**src/rtl/synaptic_current_gen.sv**
```systemverilog
// Spike-to-current front end for the LIF neuron: weighted spike sum integrated
// into an 8-bit current register with periodic exponential decay and saturation.
module synaptic_current_gen #(
  parameter int N_INPUTS     = 4,
  parameter int DECAY_SHIFT  = 2,
  parameter int DECAY_PERIOD = 4,
  localparam int AW = (N_INPUTS > 1) ? $clog2(N_INPUTS) : 1
) (
  input  logic                clk,
  input  logic                rst,
  input  logic [N_INPUTS-1:0] spike_in,
  input  logic                start,
  input  logic                stop,
  input  logic                cfg_valid,
  input  logic [AW-1:0]       cfg_addr,
  input  logic [7:0]          cfg_weight,
  output logic                cfg_ready,
  output logic [7:0]          synaptic_current,
  output logic                saturated,
  output logic                busy
);

  localparam int SUM_W = 8 + $clog2(N_INPUTS);
  localparam int TOT_W = SUM_W + 1;
  localparam int CW    = (DECAY_PERIOD > 1) ? $clog2(DECAY_PERIOD) : 1;
  localparam logic [CW-1:0] CNT_LAST = CW'(DECAY_PERIOD - 1);

  localparam logic [1:0] S_IDLE  = 2'd0;
  localparam logic [1:0] S_RUN   = 2'd1;
  localparam logic [1:0] S_DRAIN = 2'd2;

  logic [1:0]       state;
  logic [1:0]       state_nxt;
  logic [7:0]       weight [N_INPUTS];
  logic [CW-1:0]    cnt;
  logic             tick;
  logic [SUM_W-1:0] sum;
  logic [7:0]       decayed;
  logic [TOT_W-1:0] total;
  logic             addr_ok;

  // The 1-LSB floor keeps small currents shrinking so DRAIN always reaches 0.
  function automatic logic [7:0] decay_step(input logic [7:0] i, input logic tick_en);
    logic [7:0] step;
    step = i >> DECAY_SHIFT;
    if (step == 8'd0) step = 8'd1;
    if (tick_en && (i != 8'd0)) return i - step;
    return i;
  endfunction

  function automatic logic [7:0] sat8(input logic [TOT_W-1:0] v);
    return (v > TOT_W'(255)) ? 8'd255 : v[7:0];
  endfunction

  assign cfg_ready = (state == S_IDLE);
  assign busy      = (state != S_IDLE);
  assign tick      = (cnt == CNT_LAST);
  assign addr_ok   = (int'(cfg_addr) < N_INPUTS);

  // Spikes only contribute while running; DRAIN forces the sum to zero.
  always_comb begin
    sum = '0;
    for (int i = 0; i < N_INPUTS; i++) begin
      if (spike_in[i] && (state == S_RUN)) sum = sum + SUM_W'(weight[i]);
    end
  end

  assign decayed = decay_step(synaptic_current, tick);
  assign total   = TOT_W'(decayed) + TOT_W'(sum);

  always_comb begin
    state_nxt = state;
    case (state)
      S_IDLE:  if (start) state_nxt = S_RUN;
      S_RUN:   if (stop) state_nxt = S_DRAIN;
      S_DRAIN: if (synaptic_current == 8'd0) state_nxt = S_IDLE;
      default: state_nxt = S_IDLE;
    endcase
  end

  always_ff @(posedge clk) begin
    if (rst) begin
      state            <= S_IDLE;
      cnt              <= '0;
      synaptic_current <= 8'd0;
      saturated        <= 1'b0;
    end else begin
      state <= state_nxt;
      case (state)
        S_RUN, S_DRAIN: begin
          cnt              <= tick ? '0 : cnt + 1'b1;
          synaptic_current <= sat8(total);
          saturated        <= (total > TOT_W'(255));
        end
        default: begin
          cnt              <= '0;
          synaptic_current <= 8'd0;
          saturated        <= 1'b0;
        end
      endcase
    end
  end

  // Weights are writable only in IDLE; out-of-range addresses are accepted and dropped.
  always_ff @(posedge clk) begin
    if (rst) begin
      for (int i = 0; i < N_INPUTS; i++) weight[i] <= 8'd0;
    end else if (cfg_valid && cfg_ready && addr_ok) begin
      weight[cfg_addr] <= cfg_weight;
    end
  end

endmodule

```
**config.mk**
```make
export PLATFORM = sky130hd
export DESIGN_NAME = synaptic_current_gen
export DESIGN_NICKNAME = d
export VERILOG_FILES = /design/src/rtl/synaptic_current_gen.sv
export SDC_FILE = /design/constraint.sdc
export NUM_CORES = 1
export LEC_CHECK = 0
export BUFFER_PORTS_ARGS = -buffer_cell sky130_fd_sc_hd__buf_4
export CORE_MARGIN = 1
export CORE_UTILIZATION = 35
export CTS_CLUSTER_DIAMETER = 40
export DETAILED_ROUTE_END_ITERATION = 12
export PLACE_DENSITY = 0.56
export SLEW_MARGIN = 30
export SYNTH_ARGS = -nofsm -noshare
export SYNTH_HDL_FRONTEND = slang
export SYNTH_SLANG_ARGS = --single-unit
```
**constraint.sdc**
```tcl
create_clock -name clk -period 17 [get_ports clk]
set_input_delay 4.25 -clock clk [delete_from_list [all_inputs] [get_ports clk]]
set_output_delay 4.25 -clock clk [all_outputs]
set_load 0.02 [all_outputs]
```
Word level (Yosys, flattened, before mapping)
Memory sizes are Yosys's and may differ from the RTL's.
Cells that the tools add are included.
Storage, ports and cells
  logic and storage cells: 56
  register bits after elaboration: 13
  RAM bits: 32
  memories kept: 1
Memories
  weight: depth 4, bits a word 8, read ports 4, clocked after memory_dff 0, wr ports 4, RTL line 34  | logic [7:0] weight [N_INPUTS];
Cells by class
  $lt $le $gt $ge: 1
  bitwise operators: 1
  eq/ne operators: 6
  reductions and logical operators: 16
  add/subtract/negate cells: 6
  multiplexer cells: 21
Operators with widths (number)
  $mux 8: 5
  $add 10x8->10: 3
  $mux 10: 3
  $logic_not 8->1: 2
  $add 8x10->11: 1
  $gt 11x8->1 const B: 1
  $mux 2: 4
  $reduce_bool 8->1: 1
  $reduce_or 8->1: 1
  $sub 8x8->8: 1
  $mux 1: 7
  $logic_and 1x1->1: 6
  $mux 6: 1
  $ne 2x2->1 const B: 3
  $pmux 2 s3: 1
  $eq 2x2->1 const B: 2
  $reduce_or 2->1: 2
  $reduce_and 3->1: 1
  $reduce_or 3->1: 1
  $add 2x1->2 const B: 1
  $eq 2x1->1 const B: 1
  $logic_not 2->1: 1
  $reduce_bool 2->1: 1
  $not 1->1: 1

Depth between registers and ports, before layout
Gate-level depths: netlist of run 1.
  depth in word-level cells: 12
  gate-level depth with buffers: 32
  gate-level depth less buffers: 30

Least setup slack after synthesis of run 1
OpenSTA, ideal clock, no wires.
  path type: input to register
  start: input port spike_in[0]
  end: register synaptic_current[0]
  required time: 16.868 ns
  cell stages on the path: 26
  arrival: 9.430 ns
  slack: 7.438 ns
  path buffers: 1
  cells stage by stage: buf_2 -> and3_1 -> ha_1 -> fa_1 -> xor2_1 -> and3_1 -> o21ai_0 -> inv_1 -> ha_1 -> nor2b_1 -> o31ai_2 -> a21oi_1 -> xnor2_1 -> o21ai_0 -> ha_1 -> a21o_1 -> a2111oi_1 -> nor2_1 -> xor2_1 -> mux2_2 -> ha_1 -> o311a_1 -> nand3_1 -> mux2_4 -> a21oi_4 -> a21oi_1
Between the ends
  word-level cells in the longest chain between the ends: 11
Ends and longest elaborated chain
  start, declared: RTL line 11  | input logic [N_INPUTS-1:0] spike_in,
  $logic_and 1x1->1 *: RTL line 64  | if (spike_in[i] && (state == S_RUN)) sum = sum + SUM_W'(weight[i]);
  $mux 8 *: RTL line 64
  $add 10x8->10: RTL line 64
  $mux 10 *: RTL line 64
  $add 10x8->10: RTL line 64
  $mux 10 *: RTL line 64
  $add 10x8->10: RTL line 64
  $mux 10 *: RTL line 64
  $add 8x10->11 *: RTL line 69  | assign total = TOT_W'(decayed) + TOT_W'(sum);
  $gt 11x8->1: RTL line 52  | return (v > TOT_W'(255)) ? 8'd255 : v[7:0];
  $mux 8 *: RTL line 52
  end signal, assigned: RTL line 92  | synaptic_current <= sat8(total);
  end, declared: RTL line 18  | output logic [7:0] synaptic_current,
Every way passes the cells marked *; elsewhere a longest branch is shown, timed or not.
A chain may end at the register's enable or synchronous reset.

Final worst setup path of run 1
  start: input port spike_in[0]
  end: register synaptic_current[1]
Same word-level chain as after synthesis.

==> impl_summary.md, run 1 <==
Status
The flow ran to the end, and the final reports show no timing, DRC or antenna violations.

Cells and area
0 antenna diodes ended up in the layout. The count of cells in the finished layout, fillers not included, comes to slightly below 600. The area added between synthesis and finish is 12.7%. The area taken by flip-flops and latches is 1220 sq um. The filler cell count is ~1000. Summing all multi-input logic gate instances after layout gives between 2000 and 2500 sq um.

Of the cells placed in the final design, the portion with a size suffix greater than 1 is 0.124. The net count of the finished layout is 513.

Synthesis
Ranked by total cell area, the synthesized netlist is headed by edfxtp_1 (25%), ha_1 (15%), dfxtp_1 (6.8%), and2_1 (5.8%), a21oi_1 (4.6%). A synthesized cell averages ~9.2 sq um. For this run, the leading register cell type out of synthesis is edfxtp_1. The commonest cells after synthesis are ha_1 (45), a21oi_1 (35), and2_1 (35).

The number of warnings reported in the yosys synthesis log is 0. The net count after synthesis is 484. After synthesis, the netlist uses between 50 and 60 different library cells. The number of enable flip-flop cells after synthesis is 32. For this run, asynchronously set or reset flops after synthesis account for 0.

The synthesized netlist occupies a cell area of around 3800 sq um. ha_1 is the most common cell in the netlist. The synthesized design contains between 40 and 50 register bits. The part of the Yosys area used for sequential elements is 0.321. Synthesis produced between 400 and 500 cells.

The top-area cell type share of the netlist area is 0.253. The largest total area in the synthesized netlist belongs to edfxtp_1.

Place
Detailed placement finished with a half-perimeter wire length of roughly 6.5 mm. The final weighted congestion of routability-driven global placement is 0.823. Buffers placed on the I/O ports in this run total 29. Once placement completed, the tool counted placed cells totaling between 500 and 600.

Run
Across the run, the number of max-cap violations was 0.

Worst hold path
The type of the most critical hold path is flop to flop.

Worst setup path
Of all nets on the critical path, the largest fanout is 12. The type of element launching the critical path is an input pin. STA classifies the critical path endpoint as a flop. For the worst setup path, the data required time is around 17 ns. STA puts the critical path data arrival time at ~10 ns.

The critical path start-end classification is input pin to flop.

STA
The worst pin sits at a relative slew slack of 0.475. Dividing the final minimum period by the clock period gives 0.576. The number of pins exceeding their max-slew limit in the final report is 0. Setup repair after global routing left no endpoint under its margin.

The slew at the pin with the worst max-slew slack is approximately 0.79 ns. The shortest period the worst path allows is approximately 9.8 ns. Based on the critical path, the design can be clocked at up to a little over 0.1 GHz. In the final timing run, aggregate negative setup slack is 0 ns. The worst clock skew is about 0.0039 ns.

The number of failing setup endpoints in the final timing report is 0. The count of final hold-check violations is 0.

Route
After detailed routing, the number of vias per cell comes to approximately 5.1. The first-pass iteration count of the detailed router is 4. In this run the remaining antenna-violating nets after routing total 0. In this run, the number of DRC markers left after iteration 0 of detailed routing was between 150 and 200. The routed design has about 8 mm of wire. The total vias in the final route is roughly 3000. In the final routed layout, each cell accounts on average for 13.6 microns. For this run, design rule violations remaining after detail routing come to 0.

Clock tree
The clock transition time at the flip-flop clock pins of the worst setup and hold paths is 0.09 ns. The clock net sink count is 45. The longest clock path from root to sink contains 2 buffers. The count of buffers added by post-CTS timing repair for setup is 0.

In this run, post-CTS repair resized a total of 0 instances. After clock tree synthesis, the flow added hold-fix buffers numbering 0. The clock reaches the later pin of the worst-skew pair after around 0.30 ns. In this run, CTS created clock tree buffers numbering 5. The CTS tree is done. The count of H-tree levels built during CTS is 2. The cell sitting at the root of the clock tree is a clkbuf_8.

Floorplan
The initialized floorplan defines 37 standard-cell rows. For this configuration, the core starts out at a cell density of 0.365. The die area is approximately 11000 sq um. The width of the die is around 110 microns. The I/O pin count is 30. The area of the placeable core is 10400 sq um. The die is 106 microns tall.

Global routing
The global route total overflow is 0. Entering global routing, the biggest net connects 20 pins. The first global-routing pass estimated around 14 mm of wire. The number of global-route vias before repair is 2989.

The initial antenna violation count came to 0. For this run, the total global-route usage over all layers was measured as 0.154.

Power
VDD sags by at most roughly 47 uV. In this run the static leakage power is 0.00195 uW. The power density over the cells is slightly above 70 nW/um^2. The total power consumption of the routed design is about 310 uW.
==> cell usage in the layout (no fill, tap or decap), types with 2 or more instances in the layout <==
cell	netlist	final
o31ai_2	2	2
nand2b_1	6	6
a21o_1	13	13
xor2_1	10	10
o2bb2ai_1	2	2
or2_2	5	5
a211oi_1	5	5
o21ai_0	23	23
nor2_1	29	29
buf_4	0	30
nand3_1	6	6
mux2_2	5	5
inv_1	32	32
mux2i_1	4	4
ha_1	45	45
and3_1	9	9
a31oi_1	3	3
dfxtp_1	13	13
fa_1	5	5
a21oi_1	35	35
clkbuf_8	0	6
o21bai_1	2	2
nor3_1	6	6
nand4_1	2	2
xnor2_1	14	14
o21a_1	5	5
o31a_1	2	2
edfxtp_1	32	32
nor2b_1	7	7
o31ai_1	3	3
a41o_1	2	2
nand2_1	24	24
and2_1	35	35
==> final timing paths <==
| check | start | endpoint | slack [ns] | depth (start not counted) |
|---|---|---|---|---|
| max | spike_in[0] | synaptic_current[1] | 7.21 | 26 |
| max reg2reg | state[1] | synaptic_current[1] | 10.33 | 27 |
| min | cnt[0] | cnt[0] | 0.44 | 1 |
| min reg2reg | cnt[0] | cnt[0] | 0.44 | 1 |
==> per-layer routing <==
metal  track usage  vias to the layer above  wire, microns
met4        0.0387                        0             86
met1         0.210                     1392           4020
met5             0                        -              0
met2         0.259                       41           3580
met3        0.0147                        5            202
li1              -                     1542              -
==> per-stage QoR <==
step | worst slack [ns] | hold WS, ns | util | instance area, sq um
after floorplan | 7.44 | 0.404 | - | 3800
after detailed placement | 6.91 | 0.425 | 0.400 | 4170
after global routing | 6.76 | 0.466 | 0.412 | 4290
after CTS | 7.23 | 0.438 | 0.412 | 4290
after global placement | 7.05 | 0.412 | 0.400 | 4170
final | 7.21 | 0.438 | 0.412 | 4290
==> state kept, by name, indices dropped and copies added, names as in the netlist <==
register and flops:
saturated 1, weight 32, cnt 2, state 2
synaptic_current 8
==> worst max-delay path: stages <==
cell and delay, ns:
buf_4 0.15, and3_1 0.17, ha_1 0.21, fa_1 0.43, xor2_1 0.17, and3_1 0.18
o21ai_0 0.19, inv_1 0.07, ha_1 0.31, nor2b_1 0.18, o31ai_2 0.27, a21oi_1 0.13
xnor2_1 0.13, o21ai_0 0.30, ha_1 0.32, a21o_1 0.17, a2111oi_1 0.47, nor2_1 0.12
xor2_1 0.15, mux2_2 0.26, ha_1 0.30, o311a_1 0.23, nand3_1 0.09, mux2_4 0.31
a21oi_4 0.28, a21oi_1 0.11
==> logic make-up after synthesis <==
family	Yosys count	synth area share
multiplexers	10	0.0293
AND/OR/NAND/NOR	134	0.185
flip-flops	45	0.321
XOR/XNOR	24	0.0553
buffers and inverters	40	0.0405
AO/OA/AOI/OAI	112	0.195
adder cells (fa/ha/maj)	50	0.174
==> report_power, final <==
part,total [uW],internal (uW),switching [uW]
combinational,98.1,43.6,54.5
clock,84.9,48.0,36.9
sequential,129,125,4.33
==> layout make-up <==
type | count | area share
well taps | 136 | 0.0397
inverters | 32 | 0.0280
clock inverters | 1 | 0.00700
clock buffers | 7 | 0.0201
multi-input cells | 330 | 0.568
flip-flops and latches | 45 | 0.285
repair buffers | 30 | 0.0525
No activity file was read; power rests on OpenSTA's default activity.
==> run 2: changes to the inputs <==
- PLACE_DENSITY: 0.56 -> 0.58
- clock period: 17 -> 8.9 ns (I/O delays scaled with it)
==> run 2 against run 1 <==
  * Routed wire length up 0.14%
  * Critical path depth unchanged
  * Die area did not move
  * Clock skew shrank 0.00056 ns
  * Combinational power is 94% higher
  * Global-route usage shrank 0.35 points
  * Via count rose by 0.30%
  * Non-clock buffer count stayed put
  * Clock power grew 46%
  * Register-to-register slack got worse by 8.2 ns
  * Cell count unchanged
  * Critical path type unchanged
  * Critical endpoint is now synaptic_current[0]
==> impl_summary.md, run 2 (same netlist as run 1, synthesis figures left out) <==
Worst hold path
The min-delay analysis places its worst path in the category flop to flop. The number of cells on the worst hold path is 1.

Global routing
The first global-routing pass estimated approximately 14 mm of wire. Across every metal layer, demand over resource in global routing totals 0.150. The met2 usage in global routing is 0.247. The initial antenna violation count is 0. The most used routing layer is met2. The routing usage on met1 is 0.210. The met3 routing resource usage after global routing is 0.0141.

For this run the aggregate overflow at the end of global routing stands at 0. Entering global routing, the biggest net connects 20 pins. The number of global-route vias before repair was ~2900.

Floorplan
The I/O pin count is 30. The starting density of the core is 0.365. The area of the placeable core is 10400 sq um.

The die covers approximately 11000 sq um. The vertical extent of the die is 106 microns. The floorplan step set the die width to roughly 110 microns. The cell row count is 37.

Place
The placed cell count is roughly 570. The post-detailed-placement cell area is 4170 sq um. The final weighted congestion of routability-driven global placement is roughly 0.84.

Buffers placed on the I/O ports in this run total 29. After legalization and detailed placement, the total HPWL measured between 6 and 7 mm.

Clock tree
In this run, post-CTS hold repair placed 0 buffers. TritonCTS created 5 clock buffers. The H-tree generated during clock tree synthesis spans 2 levels.

The clock root buffer master is clkbuf_8. The count of buffers added by post-CTS timing repair for setup is 0. The clock drives 45 sinks.

In this run, post-CTS repair resized a total of 0 instances. The clock passes through at most 2 buffers. The clock transition time at the flip-flop clock pins of the worst setup and hold paths is 0.08 ns.

TritonCTS built the clock tree. The clock reaches the later pin of the worst-skew pair after about 0.30 ns.

Cells and area
The final-stage net count is about 510. The number of antenna diodes in the final layout is 0. In the layout the commonest cells are ha_1 (45), a21oi_1 (35), and2_1 (35), inv_1 (32), edfxtp_1 (32). The final standard cell count with taps included and fillers excluded is just under 600. The library cell used most frequently in the layout, excluding fill and tap cells, is ha_1. The area of all placed cells without fillers is between 4000 and 5000 sq um. The largest registers in the layout are weight x32, synaptic_current x8.

The area growth from synthesis to layout is 11.8%. The register with the most flip-flops in the layout has 32 of them. The register with the most flip-flops in the final layout is weight. In the final layout, the share of cells above drive strength 1 is 0.121.

STA
The final worst hold slack is approximately 0.43 ns. The slew at the pin with the worst max-slew slack is ~0.79 ns. The number of pins exceeding their max-slew limit in the final report is 0. Setup repair after global routing left no endpoint under its margin. Adding up every negative setup slack in the final design gives 0 ns. Setup violations remaining at the end of the flow were counted as 0.

In the finished design, the share of the clock period the worst path needs comes to 0.881. The count of final hold-check violations is 0. The worst pin sits at a relative slew slack of 0.474. The shortest period the worst path allows is roughly 7.8 ns. Derived from the worst setup path, the maximum achievable clock frequency is between 0.1 and 0.15 GHz. The worst clock skew is roughly 0.0033 ns.

Run
The number of max-cap violations is 0.

Route
The routed layout has 2989 vias. Using the TritonRoute via totals, the vias-per-cell ratio works out to between 5 and 6. The count of antenna-violating nets left after detailed routing is 0.

After detailed routing, the number of remaining DRC violations is 0. The pre-antenna-repair detailed-routing pass consisted of 4 iterations. Summed over all layers, the routed wires come to a little under 8 mm. The detailed router finished its first iteration with between 150 and 200 violations.

The wire length per cell is around 14 microns.

Power
The static leakage power is approximately 0.0019 uW. IR analysis of the VDD net gives a maximum drop of 56.2 uV. For this design the ratio of total power to cell area is between 100 and 150 nW/um^2.

Worst setup path
The kind of end point of the critical path is a flop. The critical path start-end classification is input pin to flop. The type of element launching the critical path is an input pin. Counting cells, the worst reg-to-reg path comes to 27. The data required time at the worst endpoint is about 9 ns.

The arrival time at the worst endpoint is 8.01 ns. The largest driver fanout on the critical path is 12.

Status
The run finished with clean final reports.
[run 2: power by group]
group / leakage [uW] / switching [uW] / total, uW / internal [uW]
logic: 0.00145 / 106 / 190 / 83.9
clock network: 0.0000422 / 68.6 / 124 / 55.2
registers: 0.000438 / 8.23 / 246 / 238
[run 2: stage by stage]
step | utilization | total power, uW | worst slack (ns)
floorplan | - | 392 | 1.36
global placement | 0.400 | 436 | 0.999
detailed placement | 0.400 | 440 | 0.769
CTS | 0.408 | 565 | 1.07
global route | 0.408 | 601 | 0.574
finish | 0.408 | 560 | 1.06
[run 2: layout make-up]
type                    instances  area, sq um
clock buffers                   7         76.3
clock inverters                 1         5.00
fillers                      1052         6160
inverters                      32          120
multi-input cells             330         2430
flip-flops and latches         45         1220
well taps                     136          170
repair buffers                 30          225
[run 2: path summary, 6_finish.rpt]
| kind | to | start | slack (ns) |
|---|---|---|---|
| setup / recovery | synaptic_current[0] | spike_in[0] | 1.06 |
| hold / removal | cnt[0] | cnt[0] | 0.43 |
| setup reg to reg | synaptic_current[0] | state[1] | 2.17 |
| hold reg to reg | cnt[0] | cnt[0] | 0.43 |
[run 2: worst max-delay path, stage by stage]
cell and delay, ns:
buf_4 0.15, and3_1 0.17, ha_1 0.21, fa_1 0.43, xor2_1 0.17, and3_1 0.18, o21ai_0 0.19, inv_1 0.07
ha_1 0.31, nor2b_1 0.17, o31ai_2 0.27, a21oi_1 0.13, xnor2_1 0.13, o21ai_0 0.28, ha_1 0.31, a21o_1 0.18
a2111oi_1 0.56, nor2_1 0.12, xor2_1 0.16, mux2_2 0.26, ha_1 0.30, o311a_1 0.23, nand3_1 0.09, mux2_4 0.30
a21oi_4 0.28, a21oi_1 0.11
[run 2: routing by layer]
layer  wire length (microns)  vias up
met3                     245        9
met4                     107        0
li1                        -     1548
met1                    3960     1378
met5                       0        -
met2                    3590       54
==> run 3: changes to the inputs <==
- REMOVE_ABC_BUFFERS: not set -> 1
==> run 3 against run 2 <==
  * Sequential share of layout area stayed put
  * Clock skew is 0.0060 ns higher
  * Total power is 0.22% lower
  * Global-route usage is 0.31 points lower
  * Combinational power hardly changed
  * Non-clock buffer count stayed put
  * Fmax hardly changed
  * Sequential cell count stayed put
  * Sequential power hardly changed
  * Cell count stayed put
  * Largest power group unchanged
  * Highest routed layer unchanged
==> impl_summary.md, run 3 (same netlist as run 1, synthesis figures left out) <==
Status
The run finished with clean final reports.

Clock tree
The clock passes through at most 2 buffers. The clock latency on the worst-skew pair is about 0.3 ns. The H-tree generated during clock tree synthesis spans 2 levels. The count of buffers added by post-CTS timing repair for setup is 0. The post-cts repair resize count is 0. After clock tree synthesis, the clock-pin slew on the worst setup and hold paths is about 0.08 ns. The root buffer cell chosen for the clock tree is clkbuf_8. Buffers inserted to repair hold after CTS numbered 0. The clock net sink count is 45.

TritonCTS built the clock tree. The total clock buffers created by CTS is 5.

Place
The placed cell count is roughly 570. Routability-driven placement finished with a final weighted congestion of around 0.82. The number of port buffers is 29. Detailed placement ended at an HPWL of 6.35 mm.

Cells and area
Fill cells in the final layout number between 1000 and 1500. The area added between synthesis and finish is 11.8%. For this run, the share of the core covered by cells in the final layout is 0.408. The area taken by flip-flops and latches is roughly 1200 sq um.

In the layout the commonest cells are ha_1 (45), a21oi_1 (35), and2_1 (35), inv_1 (32), edfxtp_1 (32). Excluding fillers, the count of instances in the completed layout stands at between 500 and 600. The number of flip-flops in the largest register is 32. The area used by multi-input combinational logic is between 2000 and 2500 sq um.

Ranked by flip-flop count, first place goes to weight. The most frequent standard cell in the layout excluding fill and tap cells is ha_1. The antenna cell count is 0.

The final-stage net count is just over 500. The largest registers in the layout are weight x32, synaptic_current x8. The layout cell share with drive strength beyond 1 is 0.121.

Floorplan
The I/O pin count is 30. From bottom edge to top edge, the die measures about 110 microns. The cell row count is 37. The region available for standard cell placement spans around 10000 sq um.

The width of the die is about 110 microns. The initial utilization of the core area, before any placement, comes to 0.365. The die covers roughly 11000 sq um.

Worst setup path
At the worst endpoint, the required time is 9.07 ns. In this run the worst path has a maximum fanout of 12. STA classifies the critical path startpoint as an input pin. The depth of the most critical reg-to-reg path is 29. The critical path start-end classification is input pin to flop.

Data on the critical path arrives at its endpoint at approximately 8.0 ns. The kind of end point of the critical path is a flop.

Route
The count of antenna-violating nets left after detailed routing is 0. The final route contains between 2000 and 3000 vias. After detailed routing, the total wire length is a little under 8 mm. The ratio of routed vias to standard cells is 5.12. The wire length per cell is roughly 13 microns. For this run, design rule violations remaining after detail routing come to 0. Before antenna repair, the detailed router went through 4 iterations. The number of DRC violations after detailed-routing iteration 0 is 182.

STA
In the final timing run, aggregate negative setup slack is 0 ns. The worst pin sits at a relative slew slack of 0.443. The count of final hold-check violations came to 0. Setup repair after global routing left no endpoint under its margin. The clock arrives with 0.00928 ns of skew. The shortest period the worst path allows is around 7.8 ns. The number of pins exceeding their max-slew limit in the final report is 0. Based on the critical path, the design can be clocked at up to 0.128 GHz.

For the pin with the worst max-slew slack, the measured transition is 0.830 ns. The share of the clock period used by the worst path after layout is 0.881. The number of failing setup endpoints in the final timing report is 0.

Power
The internal cell power is 377 uW. The total power consumption of the routed design is approximately 560 uW. Summed over all cells, the static leakage comes to around 0.0019 uW. The total net switching power is approximately 180 uW. The part of the power in the clock network is 0.222.

Across the VDD grid, the largest voltage drop is 66.9 uV. The share of total power dissipated in sequential elements is 0.441. The power density over the cells is around 130 nW/um^2. The share of total power dissipated in combinational logic is 0.337. Of the total power, the share spent switching nets is 0.325.

Global routing
The global route total overflow is 0. Across every metal layer, demand over resource in global routing totals 0.147. The maximum number of pins on one net before global-route repair is 20. The initial antenna violation count is 0. The first global-routing pass estimated about 13 mm of wire. The number of global-route vias before repair is 2925.

Worst hold path
The type of the most critical hold path is flop to flop. The number of cells on the worst hold path is 1.

Run
Across the run, the number of max-cap violations was 0.
run 3: layer usage:
layer  vias to the layer above  global-route usage  part of all wire
met5                         -                   0                 0
met4                         0              0.0397             0.014
met3                         9              0.0135             0.018
met2                        38               0.255              0.46
met1                      1388               0.195              0.51
li1                       1537                   -                 -
run 3: per-stage QoR:
step                hold WS (ns)  instance area, sq um  worst slack (ns)
finish                     0.436                  4250              1.06
global route               0.459                  4250             0.600
CTS                        0.439                  4250              1.03
detailed placement         0.427                  4170             0.728
global placement           0.412                  4170             0.987
floorplan                  0.404                  3770              1.51
run 3: worst max-delay path, cell delays in order:
cell	delay, ns
buf_4	0.15
and3_1	0.17
ha_1	0.20
fa_1	0.42
a31oi_1	0.18
o21ai_1	0.16
xnor2_1	0.18
nor2_1	0.06
a21oi_1	0.19
inv_1	0.06
ha_1	0.33
o21a_1	0.15
o31ai_2	0.08
a21oi_1	0.16
xnor2_1	0.08
o21ai_0	0.31
ha_1	0.32
a21o_1	0.18
a2111oi_1	0.54
nor2_1	0.12
xor2_1	0.16
mux2_2	0.26
ha_1	0.30
o311a_1	0.24
nand3_1	0.10
mux2_4	0.31
a21oi_4	0.28
a21oi_1	0.11
run 3: path summary, 6_finish.rpt:
kind	from	end	slack (ns)
max	spike_in[0]	synaptic_current[3]	1.06
min	cnt[0]	cnt[0]	0.44
max reg2reg	state[1]	synaptic_current[3]	2.16
min reg2reg	cnt[0]	cnt[0]	0.44
run 3: power by group through the flow:
stage	Combinational, uW	Clock, uW	Sequential [uW]
floorplan	138	0	251
global placement	184	0	251
detailed placement	188	0	251
CTS	189	127	246
global route	215	137	248
finish	188	124	246
run 3: final cells by class:
class | count | share of cell area
Multi-Input combinational cell | 330 | 0.573
Clock inverter | 1 | 0.00118
Clock buffer | 7 | 0.0179
Sequential cell | 45 | 0.287
Inverter | 32 | 0.0282
Timing Repair Buffer | 30 | 0.0530
Tap cell | 136 | 0.0400
